## src/rtl/pwm_pkg.sv

```systemverilog
// pwm_pkg: shared types and helpers for the pwm_fader PWM generator
// Contents:
//   mode_e  - per-channel animation mode (static, triangle, sawtooth, blink)
//   dir_e   - triangle direction (UP, DOWN)
//   cnt_w() - counter width for a 0..n-1 counter, at least one bit
package pwm_pkg;
    typedef enum logic [1:0] {
        MODE_STATIC   = 2'd0,
        MODE_TRIANGLE = 2'd1,
        MODE_SAWTOOTH = 2'd2,
        MODE_BLINK    = 2'd3
    } mode_e;
    typedef enum logic {
        UP   = 1'b0,
        DOWN = 1'b1
    } dir_e;
    function automatic int cnt_w(input int n);
        return (n > 1) ? $clog2(n) : 1;
    endfunction
endpackage

```

## src/rtl/pwm_channel.sv

```systemverilog
// pwm_channel: one PWM lane - shadow mode, brightness FSM, latched duty and registered compare
// Ports:
//   clk, rst_n    - clock, asynchronous active-low reset
//   i_enable      - global run; low clears brightness, duty and output
//   i_bound       - period boundary strobe (cnt restarting at 0)
//   i_step        - brightness step strobe, only ever asserted together with i_bound
//   i_cnt         - shared PWM counter
//   i_mode        - requested mode, sampled at the boundary
//   i_level       - static duty or animated peak, sampled at the boundary
//   o_pwm         - registered PWM output
module pwm_channel
    import pwm_pkg::*;
#(
    parameter int PWM_BITS = 8
) (
    input  logic                clk,
    input  logic                rst_n,
    input  logic                i_enable,
    input  logic                i_bound,
    input  logic                i_step,
    input  logic [PWM_BITS-1:0] i_cnt,
    input  logic [1:0]          i_mode,
    input  logic [PWM_BITS-1:0] i_level,
    output logic                o_pwm
);
    mode_e               r_mode;
    mode_e               w_mode;
    dir_e                r_dir;
    dir_e                w_dir0;
    dir_e                w_dir_nxt;
    logic [PWM_BITS-1:0] r_b;
    logic [PWM_BITS-1:0] r_duty;
    logic [PWM_BITS-1:0] w_b0;
    logic [PWM_BITS-1:0] w_b_nxt;
    logic [PWM_BITS-1:0] w_duty_nxt;
    logic                r_pwm;

    assign w_mode = mode_e'(i_mode);
    assign o_pwm  = r_pwm;

    // w_b0/w_dir0 is the pre-step state: a mode change, static mode or a zero
    // peak restarts the animation from 0/UP. The boundary latches this pre-step
    // value as duty, so a step shows up one period later.
    always_comb begin
        w_b0       = r_b;
        w_dir0     = r_dir;
        if (w_mode != r_mode || w_mode == MODE_STATIC || i_level == '0) begin
            w_b0   = '0;
            w_dir0 = UP;
        end
        w_b_nxt    = r_b;
        w_dir_nxt  = r_dir;
        w_duty_nxt = r_duty;
        if (i_bound) begin
            w_duty_nxt = (w_mode == MODE_STATIC) ? i_level : w_b0;
            w_b_nxt    = w_b0;
            w_dir_nxt  = w_dir0;
            if (i_step && w_mode != MODE_STATIC && i_level != '0) begin
                case (w_mode)
                    MODE_TRIANGLE: begin
                        if (w_b0 > i_level) begin
                            w_b_nxt   = i_level;
                            w_dir_nxt = DOWN;
                        end else if (w_dir0 == UP) begin
                            w_dir_nxt = (w_b0 == i_level) ? DOWN : UP;
                            w_b_nxt   = (w_b0 == i_level) ? w_b0 - 1'b1 : w_b0 + 1'b1;
                        end else begin
                            w_dir_nxt = (w_b0 == '0) ? UP : DOWN;
                            w_b_nxt   = (w_b0 == '0) ? w_b0 + 1'b1 : w_b0 - 1'b1;
                        end
                    end
                    MODE_SAWTOOTH: w_b_nxt = (w_b0 >= i_level) ? '0 : w_b0 + 1'b1;
                    default:       w_b_nxt = (w_b0 == '0) ? i_level : '0;
                endcase
            end
        end
    end

    always_ff @(posedge clk or negedge rst_n) begin
        if (!rst_n) begin
            r_mode <= MODE_STATIC;
            r_dir  <= UP;
            r_b    <= '0;
            r_duty <= '0;
            r_pwm  <= 1'b0;
        end else if (!i_enable) begin
            r_mode <= MODE_STATIC;
            r_dir  <= UP;
            r_b    <= '0;
            r_duty <= '0;
            r_pwm  <= 1'b0;
        end else begin
            if (i_bound)
                r_mode <= w_mode;
            r_dir  <= w_dir_nxt;
            r_b    <= w_b_nxt;
            r_duty <= w_duty_nxt;
            r_pwm  <= (i_cnt < r_duty);
        end
    end
endmodule

```

## src/rtl/pwm_fader.sv

```systemverilog
// pwm_fader: multi-channel PWM generator with static, triangle, sawtooth and blink modes
// Ports:
//   clk          - system clock
//   rst_n        - asynchronous active-low reset
//   enable       - global run; low clears counters and forces outputs low
//   mode         - 2 bits per channel, channel i at [2i+1:2i]
//   level        - PWM_BITS per channel, duty (static) or peak (animated)
//   pwm_out      - one registered PWM line per channel
//   period_start - one-cycle pulse on the first tick of each PWM period
module pwm_fader
    import pwm_pkg::*;
#(
    parameter int CHANNELS = 3,
    parameter int PWM_BITS = 8,
    parameter int PRESCALE = 16,
    parameter int STEP_DIV = 64
) (
    input  logic                         clk,
    input  logic                         rst_n,
    input  logic                         enable,
    input  logic [2*CHANNELS-1:0]        mode,
    input  logic [PWM_BITS*CHANNELS-1:0] level,
    output logic [CHANNELS-1:0]          pwm_out,
    output logic                         period_start
);
    localparam int PW = cnt_w(PRESCALE);
    localparam int SW = cnt_w(STEP_DIV);

    logic [PW-1:0]       r_pre;
    logic [PWM_BITS-1:0] r_cnt;
    logic [SW-1:0]       r_stepc;
    logic                r_run;
    logic                r_ps;
    logic                w_tick;
    logic                w_bound;
    logic                w_step;

    // The first tick after reset/enable opens a period with cnt held at 0,
    // so the first boundary lands PRESCALE clocks after restart.
    assign w_tick       = enable && (r_pre == PW'(PRESCALE - 1));
    assign w_bound      = w_tick && (!r_run || (&r_cnt));
    assign w_step       = w_bound && (r_stepc == SW'(STEP_DIV - 1));
    assign period_start = r_ps;

    always_ff @(posedge clk or negedge rst_n) begin
        if (!rst_n) begin
            r_pre   <= '0;
            r_cnt   <= '0;
            r_stepc <= '0;
            r_run   <= 1'b0;
            r_ps    <= 1'b0;
        end else if (!enable) begin
            r_pre   <= '0;
            r_cnt   <= '0;
            r_stepc <= '0;
            r_run   <= 1'b0;
            r_ps    <= 1'b0;
        end else begin
            r_pre <= w_tick ? '0 : r_pre + 1'b1;
            if (w_tick) begin
                r_run <= 1'b1;
                if (r_run)
                    r_cnt <= r_cnt + 1'b1;
            end
            if (w_bound)
                r_stepc <= w_step ? '0 : r_stepc + 1'b1;
            r_ps <= w_bound;
        end
    end

    for (genvar i = 0; i < CHANNELS; i++) begin : g_ch
        pwm_channel #(
            .PWM_BITS(PWM_BITS)
        ) u_ch (
            .clk     (clk),
            .rst_n   (rst_n),
            .i_enable(enable),
            .i_bound (w_bound),
            .i_step  (w_step),
            .i_cnt   (r_cnt),
            .i_mode  (mode[2*i +: 2]),
            .i_level (level[PWM_BITS*i +: PWM_BITS]),
            .o_pwm   (pwm_out[i])
        );
    end
endmodule
```

## config.mk

```make
export PLATFORM = sky130hd
export DESIGN_NAME = pwm_fader
export DESIGN_NICKNAME = d
export VERILOG_FILES = /design/src/rtl/pwm_pkg.sv /design/src/rtl/pwm_channel.sv /design/src/rtl/pwm_fader.sv
export SDC_FILE = /design/constraint.sdc
export NUM_CORES = 1
export LEC_CHECK = 0
export ABC_CLOCK_PERIOD_IN_PS = 4200
export BUFFER_PORTS_ARGS = -buffer_cell sky130_fd_sc_hd__buf_2
export CAP_MARGIN = 20
export CORE_MARGIN = 2
export CORE_UTILIZATION = 35
export DETAILED_ROUTE_END_ITERATION = 12
export HOLD_SLACK_MARGIN = 0.1
export PLACE_DENSITY = 0.48
export REMOVE_ABC_BUFFERS = 1
export SLEW_MARGIN = 20
export SYNTH_ARGS = -nofsm -noshare
export SYNTH_HDL_FRONTEND = slang
export SYNTH_HIERARCHICAL = 1
export SYNTH_SLANG_ARGS = --single-unit
```

## constraint.sdc

```tcl
create_clock -name clk -period 4.2 [get_ports clk]
set_input_delay 0.63 -clock clk [delete_from_list [all_inputs] [get_ports clk]]
set_output_delay 0.63 -clock clk [all_outputs]
set_load 0.05 [all_outputs]
```

== After elaboration in Yosys (flattened, before gate mapping) ==
Index checks and enable logic that the tools add are counted.

* $add $sub $neg: 9
* Order comparisons: 9
* Eq/ne operators: 17
* Mux-type cells: 89
* Reductions and logical operators: 34

{| class="wikitable"
|+ Operators with widths
! cell !! number
|-
| $mux W8 || 42
|-
| $logic_not A8 Y1 || 6
|-
| $pmux W8 S2 || 3
|-
| $mux W1 || 33
|-
| $add A8 B1 Y8 const B || 4
|-
| $eq A8 B8 Y1 || 3
|-
| $ge A8 B8 Y1 || 3
|-
| $gt A8 B8 Y1 || 3
|-
| $lt A8 B8 Y1 || 3
|-
| $reduce_bool A8 Y1 || 3
|-
| $sub A8 B1 Y8 const B || 3
|-
| $mux W6 || 3
|-
| $mux W2 || 6
|-
| $logic_and A1 B1 Y1 || 9
|-
| $mux W4 || 2
|-
| $reduce_and A8 Y1 || 1
|-
| $logic_or A1 B1 Y1 || 7
|-
| $add A6 B1 Y6 const B || 1
|-
| $eq A2 B1 Y1 const B || 3
|-
| $eq A2 B2 Y1 const B || 3
|-
| $eq A6 B6 Y1 const B || 1
|-
| $logic_not A2 Y1 || 3
|-
| $ne A2 B1 Y1 const B || 3
|-
| $ne A2 B2 Y1 || 3
|-
| 5 further kinds || 7
|}

* Register bits after elaboration: 80
* Input bits: 33
* Output and inout bits: 4
* Word-level logic and storage cells: 178

== Depth between registers and ports, before layout ==
Gate-level depths: netlist (run 1).

* Depth in word-level cells: 12
* Gate-level depth with buffers: 18
* Gate-level depth less buffers: 14

== Cells and area by module ==
Netlist (run 1), hierarchy kept.

{| class="wikitable"
|+ Modules (own cells, without submodules)
! module !! times used !! cells each !! area an instance (sq um) !! seq. area each (sq um)
|-
| pwm_channel (g_ch[1].u_ch ...) || 2 || 304 || 2288.4 || 500.5
|-
| pwm_channel (g_ch[0].u_ch) || 1 || 301 || 2309.7 || 500.5
|-
| pwm_fader || 1 || 101 || 1013.5 || 500.5
|}

== Worst setup path after synthesis (run 1) ==
OpenSTA, ideal clock, no wires.

* Path type: input port to flip-flop
* Start point: input mode[2]
* End point: register g_ch[1].u_ch.r_b[2]
* Arrival time: 3811 ps
* Required time: 4049 ps
* Setup slack: 238 ps
* Stages: 18
* Buffers on the path: 5
* Cells stage by stage: inv_1 > ha_1 > clkbuf_1 > a21oi_1 > clkbuf_1 > nand2_1 > clkbuf_1 > nor2_1 > ha_1 > and3_1 > clkbuf_1 > and2_1 > o311ai_1 > and3_1 > buf_2 > mux2i_1 > mux2i_1 > a41oi_1

* Word-level cells in the longest chain between the ends: 12

{| class="wikitable"
|+ Ends and longest elaborated chain
! item !! RTL line !! text
|-
| from (decl) || pwm_fader.sv:21 || <nowiki>input logic [2*CHANNELS-1:0] mode,</nowiki>
|-
| $ne A2 B2 Y1 or $logic_not A2 Y1 (tied branches) || pwm_channel.sv:47 || <nowiki>if (w_mode != r_mode || w_mode == MODE_STATIC || i_level == '0) begin</nowiki>
|-
| $logic_or A1 B1 Y1 (2 in a row) || pwm_channel.sv:47 ||
|-
| $mux W8 || pwm_channel.sv:47 ||
|-
| $add A8 B1 Y8, or another cell as far along || pwm_channel.sv:66, pwm_channel.sv:69, pwm_channel.sv:72 ||
|-
| $mux W8, on equally long branches || pwm_channel.sv:66, pwm_channel.sv:69 ||
|-
| $mux W8 || pwm_channel.sv:64 || <nowiki>end else if (w_dir0 == UP) begin</nowiki>
|-
| $mux W8 || pwm_channel.sv:61 || <nowiki>if (w_b0 > i_level) begin</nowiki>
|-
| $pmux W8 S2 || pwm_channel.sv:59 || <nowiki>case (w_mode)</nowiki>
|-
| $mux W8 (*) || pwm_channel.sv:58 || <nowiki>if (i_step && w_mode != MODE_STATIC && i_level != '0) begin</nowiki>
|-
| $mux W8 (*) || pwm_channel.sv:54 || <nowiki>if (i_bound) begin</nowiki>
|-
| $mux W8 (*) || pwm_channel.sv:86 || <nowiki>end else if (!i_enable) begin</nowiki>
|-
| to (signal assigned) || pwm_channel.sv:96 || <nowiki>r_b <= w_b_nxt;</nowiki>
|-
| to (decl) || pwm_channel.sv:31 || <nowiki>logic [PWM_BITS-1:0] r_b;</nowiki>
|}

Mark *: on every way between the ends. The rest lies on a longest branch, timed or not. The select of a mux whose other input is x is not followed.
A chain may end at the register's enable or synchronous reset.

== Final worst setup path (run 1) ==
* Start point: register r_cnt[1]
* End point: register g_ch[2].u_ch.r_b[5]

* Word-level cells in the longest chain between the ends: 9

{| class="wikitable"
|+ Ends and longest elaborated chain
! item !! RTL line !! text
|-
| from (decl) || pwm_fader.sv:30 || <nowiki>logic [PWM_BITS-1:0] r_cnt;</nowiki>
|-
| from (signal assigned) || pwm_fader.sv:63 || <nowiki>r_cnt <= r_cnt + 1'b1;</nowiki>
|-
| $reduce_and A8 Y1 || pwm_fader.sv:41 || <nowiki>assign w_bound = w_tick && (!r_run || (&r_cnt));</nowiki>
|-
| $logic_or A1 B1 Y1 || pwm_fader.sv:41 ||
|-
| $logic_and A1 B1 Y1 || pwm_fader.sv:41 ||
|-
| $logic_and A1 B1 Y1 || pwm_fader.sv:42 || <nowiki>assign w_step = w_bound && (r_stepc == SW'(STEP_DIV - 1));</nowiki>
|-
| net w_step || pwm_fader.sv:36 || <nowiki>logic w_step;</nowiki>
|-
| $logic_and A1 B1 Y1 (2 in a row) || pwm_channel.sv:58 ||
|-
| $mux W8 || pwm_channel.sv:58 ||
|-
| $mux W8 || pwm_channel.sv:54 ||
|-
| $mux W8 || pwm_channel.sv:86 ||
|-
| to (signal assigned) || pwm_channel.sv:96 ||
|-
| to (decl) || pwm_channel.sv:31 ||
|}

The timed path passes the listed nets, and every way through them passes these cells. The select of a mux whose other input is x is not followed.

==> run summary, run 1 <==
Outcome: complete, no violations
Crit path to: g_ch[2].u_ch/r_b[5]
H-Tree Depth: 3
Gr ovfl total: 0
DRC Markers: 0
TritonCTS Buffers: 9
Synth area leaders: dfrtp_1 25%, ha_1 9.5%, nand2_1 5.1%
Fmax: 272 MHz
Clock Tree Buf Depth: 2
Slew margin rel.: 43.2%
Area of the multi-input gates: 0.00536 sq mm
Area leader, netlist: dfrtp_1
CP delay by family, top: compound AO/OA/AOI/OAI gates
Ys flop type: dfrtp_1
Core Area: 0.0220 sq mm
Synthesized area: 0.00790 sq mm
Postcts setup bufs: 0
Yosys reg bits: 80
Top-count cell post-synth: nand2_1
Crit path max fanout: 14
Clock Sinks: 80
# port buffers: 36
Leakage power: 3.91 nW
Largest net degree at the start of global routing: 60
Yosys top cell area share: 25.3%
Synth Instances: 1010
Endpoint class of the critical path: flip-flop
Share of layout cells above drive strength 1: 12.3%
Clock latency on the worst-skew pair: 0.35 ns
Final WL: 26400 um
Worst setup startpoint: r_cnt[1]
Distinct cells, synth: 82
P per Cell Area: 206 mW/mm^2
Vias in the first global route: 7685
WP data required: 4.47 ns
Antenna diodes: 0
1st-pass router iterations: 5
CP cell instances: ha_1 > nand4_1 > o21a_1 > nor4_2 > buf_4 > nand3_1 > a211oi_1 > and2_1 > inv_1 > a2111oi_0 > nand3_1 > o211ai_1
Critical path type: reg2reg
Hold Buf Count CTS: 0
Final Critical Period: 3.67 ns
Setup ws final: 0.530 ns
Ports: 37
R2r setup slk: 0.53 ns
Fin Clk Skew: 0.0106 ns
ANT nets after route: 0
Clk root buf: clkbuf_16
Final Util: 40.1%
Placed Cells: 1310
Setup tns final: 0 ns
Max-Cap Viols: 0
CTS clk-pin slew, worst paths: 0.08 ns
Non-Filler Instances: 1326
Reg-to-reg endpoint: g_ch[2].u_ch/r_b[5]
Die H: 154 um
Antenna violations before repair: 0
First-pass GRT wire length: 42700 um
CP startpoint kind: flip-flop
Register area: 0.00200 sq mm
Worst EP arrival: 3.94 ns
Fin crit share: 87.4%
Worst slack at placement: 0.271 ns
Die Width: 154 um
Vias per Instance: 5.97
CTS tree: built
Peak supply drop: 0.171 mV
Area grow syn2layout: 11.4%
Gates resized, CTS repair: 0
Syn. warnings: 6
RSZ-0062 raised after global routing: no
Iteration-0 DRC Markers: 770
Placement Rows: 54
Final Max Slew Viols: 0
Initial Util: 36.0%
Crit path buffers/inverters: 2
CP dominant cell by count: nand3_1
Post-DP HPWL: 19500 um
Crit-path slowest cell: dfrtp_1
Reg2Reg Launch Point: r_cnt[1]
DP Area: 0.00851 sq mm
Die ar.: 0.0238 sq mm
Final instance area: 0.00880 sq mm
Fin nets: 1134
Final setup fails: 0
Final GP Congestion: 0.963
Worst hold path type: in2async
Least-Margin Pin Slew: 0.852 ns
R2R depth: 12
Register area share after synthesis: 25.3%
Avg Cell Area, Syn: 7.82 sq um
Vias: 7910
Fin. Hold Viols: 0
Wire per inst: 19.9 um
CP peak stage delay: 0.52 ns
Tot GR Track Use: 22.5%
CP Depth: 12
Fillers: 2255
Number of synthesized flops with an enable pin: 0
Asr flop ratio synth: 100%
Synth cell count leaders: 107 x nand2_1, 80 x dfrtp_1, 79 x inv_1
[flip-flops by register name, summed over array words and instances, names as in the netlist]
register          flops
r_pre                 4
g_ch.u_ch/r_mode      6
r_run                 1
r_cnt                 8
g_ch.u_ch/o_pwm       3
g_ch.u_ch/r_dir       3
period_start          1
g_ch.u_ch/r_b        24
g_ch.u_ch/r_duty     24
r_stepc               6
[where the power goes]
part           switching (mW)  internal, mW  leakage, nW
Sequential            0.00403         0.774         1.11
Combinational           0.169        0.0723         2.66
Clock                   0.369         0.425        0.144
Total                   0.542          1.27         3.91
[metrics by stage]
step / power, mW / hold WS, ns
4_1_cts: 1.84 / 0.437
6_report: 1.81 / 0.392
3_3_place_gp: 1.03 / 0.486
3_5_place_dp: 1.03 / 0.483
2_1_floorplan: 0.904 / 0.334
5_1_grt: 1.89 / 0.471
[cells by family (layout without fill, tap and decap cells)]
logic type | Yosys count | after routing | share of synthesized area (%)
simple gates | 378 | 378 | 25.8
compound gates | 302 | 302 | 26.2
buf+inv | 138 | 174 | 6.97
flops | 80 | 80 | 25.3
fa+ha+maj | 62 | 62 | 9.76
xor+xnor | 31 | 31 | 3.44
mux | 19 | 19 | 2.44
[worst reg2reg max path: cells and delay by family, from the launching register on]
kind                       cells  cell delay, ns
DFF                            1            0.52
adders and majority gates      1            0.25
AOI/OAI and AO/OA              4            1.46
buffers and inverters          2            0.39
and+or+nand+nor                5            0.95
[cell type report]
class                      count  share of cell area, %
multi-input combinational    792                   60.9
sequential                    80                   22.7
timing repair buffer          79                   5.74
tap                          280                   3.98
inverter                      79                   3.37
clock buffer                  10                   2.72
clock inverter                 6                  0.554
[cells in the final DEF (no fill, tap or decap), drive strengths merged, types with 9 or more instances in the layout]
master,Yosys,layout
nand2,108,108
inv,79,82
dfrtp,80,80
buf,10,79
a21oi,72,72
nor2,65,65
ha,60,60
o21ai,52,52
a31oi,36,36
nand3,33,33
and3,24,24
nor3,24,24
a21o,23,23
o211ai,23,23
nand4,21,21
xnor2,17,17
mux2i,17,17
and2,15,15
nand2b,15,15
or3,15,15
xor2,14,14
nor4,13,13
a211oi,11,11
clkbuf,49,10
o31ai,9,9
and4,9,9
[worst min path at each step]
| stage | startpoint | end | slack (ns) | cells past startpoint |
|---|---|---|---|---|
| CTS | rst_n | g_ch[0].u_ch/r_mode[0] | 0.44 | 1 |
| finish | rst_n | g_ch[0].u_ch/r_mode[0] | 0.39 | 1 |
| detailed placement | r_pre[0] | r_pre[0] | 0.48 | 1 |
| global route | rst_n | g_ch[0].u_ch/r_mode[0] | 0.47 | 1 |
| global placement | r_pre[0] | r_pre[0] | 0.49 | 1 |
| floorplan | rst_n | g_ch[0].u_ch/o_pwm | 0.33 | 0 |
[layer usage]
metal / GRT usage, % / share of wire, % / up-vias / wire, um
met5: 0 / 0 / - / 0
met4: 7.92 / 2.9 / 0 / 760
met3: 3.25 / 5.6 / 66 / 1480
met2: 35.5 / 44 / 293 / 11700
met1: 31.5 / 47 / 3766 / 12500
li1: - / - / 3785 / -
Note: power is estimated with default switching activity, not from simulation.
==> run 2: changes to the inputs <==
--- a/config.mk
+++ b/config.mk
@@ -17,5 +17,4 @@
 export SLEW_MARGIN = 20
 export SYNTH_ARGS = -nofsm -noshare
 export SYNTH_HDL_FRONTEND = slang
-export SYNTH_HIERARCHICAL = 1
 export SYNTH_SLANG_ARGS = --single-unit
==> run summary, run 2 <==
Outcome: complete, no violations
Slew margin rel.: 39.1%
Fin. Hold Viols: 0
TritonCTS Buffers: 9
Synth Instances: 990
Placement Rows: 54
Worst EP arrival: 3.88 ns
Largest net degree at the start of global routing: 67
Vias in the first global route: 7092
Initial Util: 35.3%
Synth cell count leaders: 99 x nand2_1, 80 x dfrtp_1, 74 x o21ai_0
H-Tree Depth: 3
Gates resized, CTS repair: 0
Fillers: 2265
RSZ-0062 raised after global routing: no
Clock Sinks: 80
Clk root buf: clkbuf_16
Post-DP HPWL: 17900 um
Final Util: 38.8%
Fin nets: 1083
First-pass GRT wire length: 39800 um
Register area: 0.00200 sq mm
Critical path type: in2reg
DRC Markers: 0
CP startpoint kind: input pin
Synth area leaders: dfrtp_1 26%, ha_1 7.8%, nand2_1 4.8%
Area grow syn2layout: 9.75%
Most frequent cells in the layout: 99 x nand2_1, 80 x dfrtp_1, 74 x o21ai_0, 68 x a21oi_1, 58 x inv_1
Final setup fails: 0
Ports: 37
Iteration-0 DRC Markers: 666
Least-Margin Pin Slew: 0.913 ns
Final Max Slew Viols: 0
Clock Tree Buf Depth: 2
Vias per Instance: 5.86
# port buffers: 36
Final Critical Period: 3.63 ns
Die H: 152 um
Distinct cells, synth: 88
Commonest non-fill, non-tap cell in the layout: nand2_1
Crit path max fanout: 9
Vias: 7532
Share of layout cells above drive strength 1: 12.6%
Antenna diodes: 0
Top Registers: g_ch.u_ch.r_b: 24 flops, g_ch.u_ch.r_duty: 24 flops, r_cnt: 8 flops
Ys flop type: dfrtp_1
Die ar.: 0.0231 sq mm
Setup tns final: 0 ns
Fin crit share: 86.5%
Area leader, netlist: dfrtp_1
Syn. warnings: 0
Final WL: 24500 um
Postcts setup bufs: 0
Antenna violations before repair: 0
Yosys reg bits: 80
Register area share after synthesis: 26.1%
Tot GR Track Use: 21.2%
Wire per inst: 19.1 um
Max-Cap Viols: 0
Final GP Congestion: 0.921
Clock latency on the worst-skew pair: 0.36 ns
Hold Buf Count CTS: 0
Number of synthesized flops with an enable pin: 0
Fin Clk Skew: 0.0144 ns
Avg Cell Area, Syn: 7.74 sq um
CTS tree: built
Fmax: 275 MHz
P per Cell Area: 212 mW/mm^2
Top-count cell post-synth: nand2_1
ANT nets after route: 0
Yosys top cell area share: 26.1%
Core Area: 0.0217 sq mm
Gr ovfl total: 0
Synthesized area: 0.00766 sq mm
Die Width: 152 um
Area of the multi-input gates: 0.00507 sq mm
Worst hold path type: in2async
Peak supply drop: 0.131 mV
CTS clk-pin slew, worst paths: 0.07 ns
WP data required: 4.45 ns
Leakage power: 3.48 nW
Asr flop ratio synth: 100%
Endpoint class of the critical path: flip-flop
1st-pass router iterations: 5
[run 2: cells by family (layout without fill, tap and decap cells)]
logic type,Yosys count,in the layout,synth area share (%)
AO/OA/AOI/OAI,316,316,28.6
XOR/XNOR,34,34,3.89
adder cells (fa/ha/maj),54,54,8.62
buffers and inverters,135,151,7.66
flip-flops,80,80,26.1
multiplexers,4,4,0.523
AND/OR/NAND/NOR,367,367,24.6
[run 2: report_power, final]
group | switching [mW] | total, mW | internal (mW)
logic | 0.164 | 0.240 | 0.0762
registers | 0.00220 | 0.775 | 0.772
clock network | 0.367 | 0.768 | 0.401
[run 2: worst max-delay path, stage by stage]
cell and delay, ns:
buf_2 0.16, nor4_1 0.48, a21oi_2 0.11, buf_4 0.19, and3_1 0.23, ha_1 0.19
a21o_1 0.17, a21oi_1 0.22, and2_1 0.18, a21boi_0 0.25, o221ai_1 0.16, and2_1 0.23
or2_1 0.32, o31a_1 0.32, o41ai_1 0.06
[run 2: layout make-up]
class                      instances  share of cell area [%]
clock buffer                       9                    2.68
clock inverter                     6                   0.536
inverter                          59                    2.63
multi-input combinational        775                    60.3
sequential                        80                    23.8
tap                              280                    4.17
timing repair buffer              77                    5.83
[run 2: path summary, 6_finish.rpt]
kind | start | to | slack [ns] | cells past startpoint
min in group clk | r_pre[0] | r_pre[0] | 0.50 | 1
min reg2reg | r_pre[0] | r_pre[0] | 0.50 | 1
min | rst_n | g_ch[0].u_ch.r_b[4] | 0.38 | 1
max | level[0] | g_ch[0].u_ch.r_b[6] | 0.57 | 15
max reg2reg | g_ch[0].u_ch.r_mode[1] | g_ch[0].u_ch.r_b[6] | 0.83 | 13
max in group asynchronous | rst_n | g_ch[1].u_ch.r_b[6] | 3.02 | 2
[run 2: per-stage QoR]
stage                     cell area [sq um]  setup slack (ns)  total power [mW]  hold WS, ns  std cells
after floorplan                        7300             0.332             0.902        0.334        914
after global placement                 8140             0.198              1.03        0.487       1271
after detailed placement               8140             0.253              1.03        0.494       1271
after CTS                              8410             0.620              1.80        0.444       1286
after global routing                   8410             0.257              1.86        0.468       1286
final                                  8410             0.566              1.78        0.384       1286
[run 2: routing by layer]
layer	vias up	GRT usage [%]	part of all wire, %
met5	-	0	0
met4	0	6.50	2.0
met3	32	3.62	6.3
met2	256	31.9	44
met1	3612	31.0	48
li1	3632	-	-
